### config.mk
export PLATFORM = sky130hd
export DESIGN_NAME = up_counter_mod
export DESIGN_NICKNAME = d
export VERILOG_FILES = /design/src/rtl/counter_pkg.sv /design/src/rtl/count_reg.sv /design/src/rtl/up_counter_mod.sv
export SDC_FILE = /design/constraint.sdc
export NUM_CORES = 1
export LEC_CHECK = 0
export CAP_MARGIN = 20
export CELL_PAD_IN_SITES_DETAIL_PLACEMENT = 1
export CELL_PAD_IN_SITES_GLOBAL_PLACEMENT = 2
export CORE_MARGIN = 3
export CORE_UTILIZATION = 19
export DETAILED_ROUTE_END_ITERATION = 16
export GPL_ROUTABILITY_DRIVEN = 0
export GPL_TIMING_DRIVEN = 0
export PLACE_DENSITY = 0.77
export SLEW_MARGIN = 20
export SYNTH_ARGS = -nofsm -noshare
export SYNTH_HDL_FRONTEND = slang
export SYNTH_SLANG_ARGS = --single-unit
export TNS_END_PERCENT = 50
### constraint.sdc
create_clock -name clk -period 1.6 [get_ports clk]
set_input_delay 0.16 -clock clk [delete_from_list [all_inputs] [get_ports clk]]
set_output_delay 0.16 -clock clk [all_outputs]
set_load 0.1 [all_outputs]
### src/rtl/counter_pkg.sv
// counter_pkg: shared constants, count type and load clamp for the up/down counter family.
package counter_pkg;
  localparam int DEFAULT_WIDTH = 4;
  typedef logic [DEFAULT_WIDTH-1:0] count_t;
  function automatic int unsigned clamp_load(input int unsigned val, input int unsigned modulus);
    return (val > modulus - 1) ? modulus - 1 : val;
  endfunction
endpackage

### src/rtl/count_reg.sv
// count_reg: WIDTH-bit D register with asynchronous active-high reset to zero.
module count_reg #(
  parameter int WIDTH = 4
) (
  input  logic             clk,
  input  logic             rst,
  input  logic [WIDTH-1:0] i_d,
  output logic [WIDTH-1:0] o_q
);
  logic [WIDTH-1:0] r_q;
  always_ff @(posedge clk or posedge rst)
    if (rst) r_q <= '0;
    else r_q <= i_d;
  assign o_q = r_q;
endmodule

### src/rtl/up_counter_mod.sv
// up_counter_mod: modulo-N up counter with enable, clear, clamped load, carry and wrap pulse.
// Define UP_COUNTER_MOD_ONESHOT_EN to stop at MODULUS-1 instead of wrapping.
module up_counter_mod
  import counter_pkg::*;
#(
  parameter int WIDTH   = DEFAULT_WIDTH,
  parameter int MODULUS = 16
) (
  input  logic             clk,
  input  logic             reset,
  input  logic             en,
  input  logic             clear,
  input  logic             load,
  input  logic [WIDTH-1:0] load_val,
  output logic [WIDTH-1:0] q,
  output logic             tc,
  output logic             wrap
);
  if (MODULUS < 2 || MODULUS > 2**WIDTH) begin : g_bad_modulus
    $error("up_counter_mod: MODULUS out of range 2..2**WIDTH");
  end
  localparam logic [WIDTH:0] MOD = (WIDTH+1)'(MODULUS);
  logic [WIDTH-1:0] w_q, w_d, w_clamp, w_roll;
  logic [WIDTH:0]   w_inc;
  logic             w_term, w_wrap_d, r_wrap;
  count_reg #(.WIDTH(WIDTH)) u_count (.clk(clk), .rst(reset), .i_d(w_d), .o_q(w_q));
  // Terminal detected on the widened increment so MODULUS == 2**WIDTH needs no special case
  assign w_inc   = {1'b0, w_q} + (WIDTH+1)'(1);
  assign w_term  = w_inc == MOD;
  assign w_clamp = WIDTH'(clamp_load(32'(load_val), MODULUS));
  assign tc      = w_term && en;
`ifdef UP_COUNTER_MOD_ONESHOT_EN
  assign w_roll   = w_q;
  assign w_wrap_d = 1'b0;
`else
  assign w_roll   = '0;
  assign w_wrap_d = !clear && !load && tc;
`endif
  always_comb begin
    w_d = clear ? '0 : load ? w_clamp : en ? (w_term ? w_roll : w_inc[WIDTH-1:0]) : w_q;
  end
  always_ff @(posedge clk or posedge reset)
    if (reset) r_wrap <= 1'b0;
    else r_wrap <= w_wrap_d;
  assign q    = w_q;
  assign wrap = r_wrap;
endmodule

==> run metrics <==
run status=finished clean; Port Buf Inserts=13; # hold bufs at CTS=0; fin nets=55; total grt overflow=0; max_cap viols=0; first-pass GRT wire length=1210 microns; Post-CTS Setup Inserts=0; ant diodes=0; RSZ-0062 raised after global routing=false; top layer in use=met4; number of synthesized flops with an enable pin=0; area delta synth->final=75.0%; Largest stage delay, worst path=810 ps; Setup CP Type=flip-flop to primary output; FF+latch count, synth=5; CP delay by family, top=buffers and inverters; Root Driver=clkbuf_4; I/O Pins=15; final setup fails=0; met3 wire length=44 microns; WL met1=254 microns; largest cells by area after synthesis=dfrtp_1 46%, mux2i_1 7.4%, xnor2_1 6.5%; wire per inst=12.1 microns; min-delay worst type=input port to async pin; Cells after Synth=27; final instance area=473 sq um; CP bufs+invs=1; Power Dens Cells=895 nW/um^2; minimum clock period=1530 ps; Final Util=0.389; CTS Buf Count=3; Post-synth top cells=5 x dfrtp_1, 3 x inv_1, 3 x nor2_1; fmax=656 MHz; cell with the most instances after synthesis=dfrtp_1; Slowest-stage cell, CP=clkdlybuf4s15_1; Yosys cell types=14; fillers=135; startpoint types=flip-flop; Routed WL=703 microns; total global-route track usage=0.0966; vias in the first global route=288; ys async rst share=1.00; ratio of cells with drive above 1 in the final layout=0.364; Hold Vio Cnt, Final=0; clk_lat worst skew=250 ps; total number of yosys warnings=0; Final HPWL DP=602 microns; Detail Route Antenna Nets=0; Rel. slew slack=0.374; via count=266; DIE WIDTH=43.7 microns; initial antenna violation count=0; crit path max fanout=1; top-area cell type share of the netlist area=0.463; Final Max Tran Viols=0; critical path endpoint category=primary output; CTS Sinks=5; register clock-pin slew on the reported worst setup and hold paths=50 ps; via/cell ratio=4.59; Worst path depth=1; Setup Skew=9.16 ps; CP required=1440 ps; top_reg_cell synth=dfrtp_1; largest net degree at the start of global routing=8; crit-path cells=clkdlybuf4s15_1; Seq/Total Area, Yosys=0.463; R2R cell count=4; DP Area=440 sq um; initial core utilization=0.222; Core Area=1220 sq um; Worst EP arrival=1370 ps; metal2 WL=391 microns; Starting DRT DRC Count=0; Post-Syn Nets=37; Worst Tran Pin Value=943 ps; DRC violations left=0; CTS tree=yes; CTS max path bufs=2; Die Y=43.7 microns; Initial DRT Pass Iterations=1; Synth area leader=dfrtp_1; H-tree depth=1; Die Area=1910 sq um; Max VDD drop=444 uV; Cell Rows=12; Avg Inst Size Synth=10.0 sq um; synthesized area=270 sq um; Tcrit/Tclk final=0.953; Leak Pwr=0.203 nW
## cells by family (layout without fill, tap and decap cells)
| logic type | after synthesis | after routing | share of synthesized area |
|---|---|---|---|
| muxes | 3 | 3 | 0.116 |
| buffers and inverters | 4 | 21 | 0.0602 |
| xor gates and xnor gates | 3 | 3 | 0.0972 |
| AOI/OAI and AO/OA | 4 | 4 | 0.0926 |
| DFF | 5 | 5 | 0.463 |
| adders and majority gates | 1 | 1 | 0.0463 |
| and+or+nand+nor | 7 | 7 | 0.125 |
## state kept, by name, indices dropped and copies added, names as in the netlist
name,count
u_count.o_q,4
wrap,1
## layout by cell type, fill, tap and decap left out, types with 2 or more instances in the layout
cell type	netlist	routed
dfrtp_4	0	4
xnor2_1	2	2
clkdlybuf4s50_1	0	7
clkbuf_4	0	3
mux2i_1	2	2
o21a_1	2	2
nor2_1	3	2
a21oi_1	2	2
clkdlybuf4s15_2	0	4
inv_1	3	3
nand4_1	2	2
## metrics by stage
step	std cells	power [mW]	hold slack, ps	setup TNS [ps]	setup slack [ps]
2_1_floorplan	27	0.235	-61.4	0	30.3
3_3_place_gp	54	0.275	378	-1100	-674
3_5_place_dp	54	0.279	384	-1170	-704
4_1_cts	58	0.435	116	-73.2	-73.2
5_1_grt	58	0.456	115	0	17.7
6_report	58	0.423	117	0	74.7
## per-layer routing
metal,global-route usage,up-vias
met5,0,-
met2,0.148,9
met3,0.0664,2
met1,0.0767,129
met4,0.102,0
li1,-,126
## path summary, 6_finish.rpt
| path | startpoint | end | slack [ps] |
|---|---|---|---|
| worst max register to register | u_count.o_q[0] | u_count.o_q[1] | 220 |
| worst min-delay path | reset | u_count.o_q[0] | 120 |
| worst min register to register | u_count.o_q[2] | u_count.o_q[2] | 690 |
| min in group clk | load | wrap | 210 |
| max in group asynchronous | reset | u_count.o_q[3] | 1280 |
| worst max-delay path | wrap | wrap | 70 |
## final cells by class
cell class | instances | area, sq um | area share
clock inverters | 1 | 5.00 | 0.0106
inverters | 3 | 11.3 | 0.0238
flip-flops and latches | 5 | 140 | 0.296
plain buffers | 1 | 5.00 | 0.0106
clock buffers | 3 | 22.5 | 0.0476
well taps | 14 | 17.5 | 0.0370
repair buffers | 13 | 133 | 0.280
multi-input cells | 18 | 139 | 0.294
## repair_timing
action / CTS / global route
pin swaps: 0 / 0
setup endpoints to repair: 6 / 2
gates resized for setup: 18 / 4
## where the power goes
part           internal [mW]  leakage [nW]  total [mW]  switching [mW]
clock network         0.0909        0.0177       0.151          0.0598
logic                 0.0410         0.125       0.123          0.0817
registers              0.139        0.0599       0.150          0.0104
total                  0.271         0.203       0.423           0.152
Power figures use the tool's default switching activity.
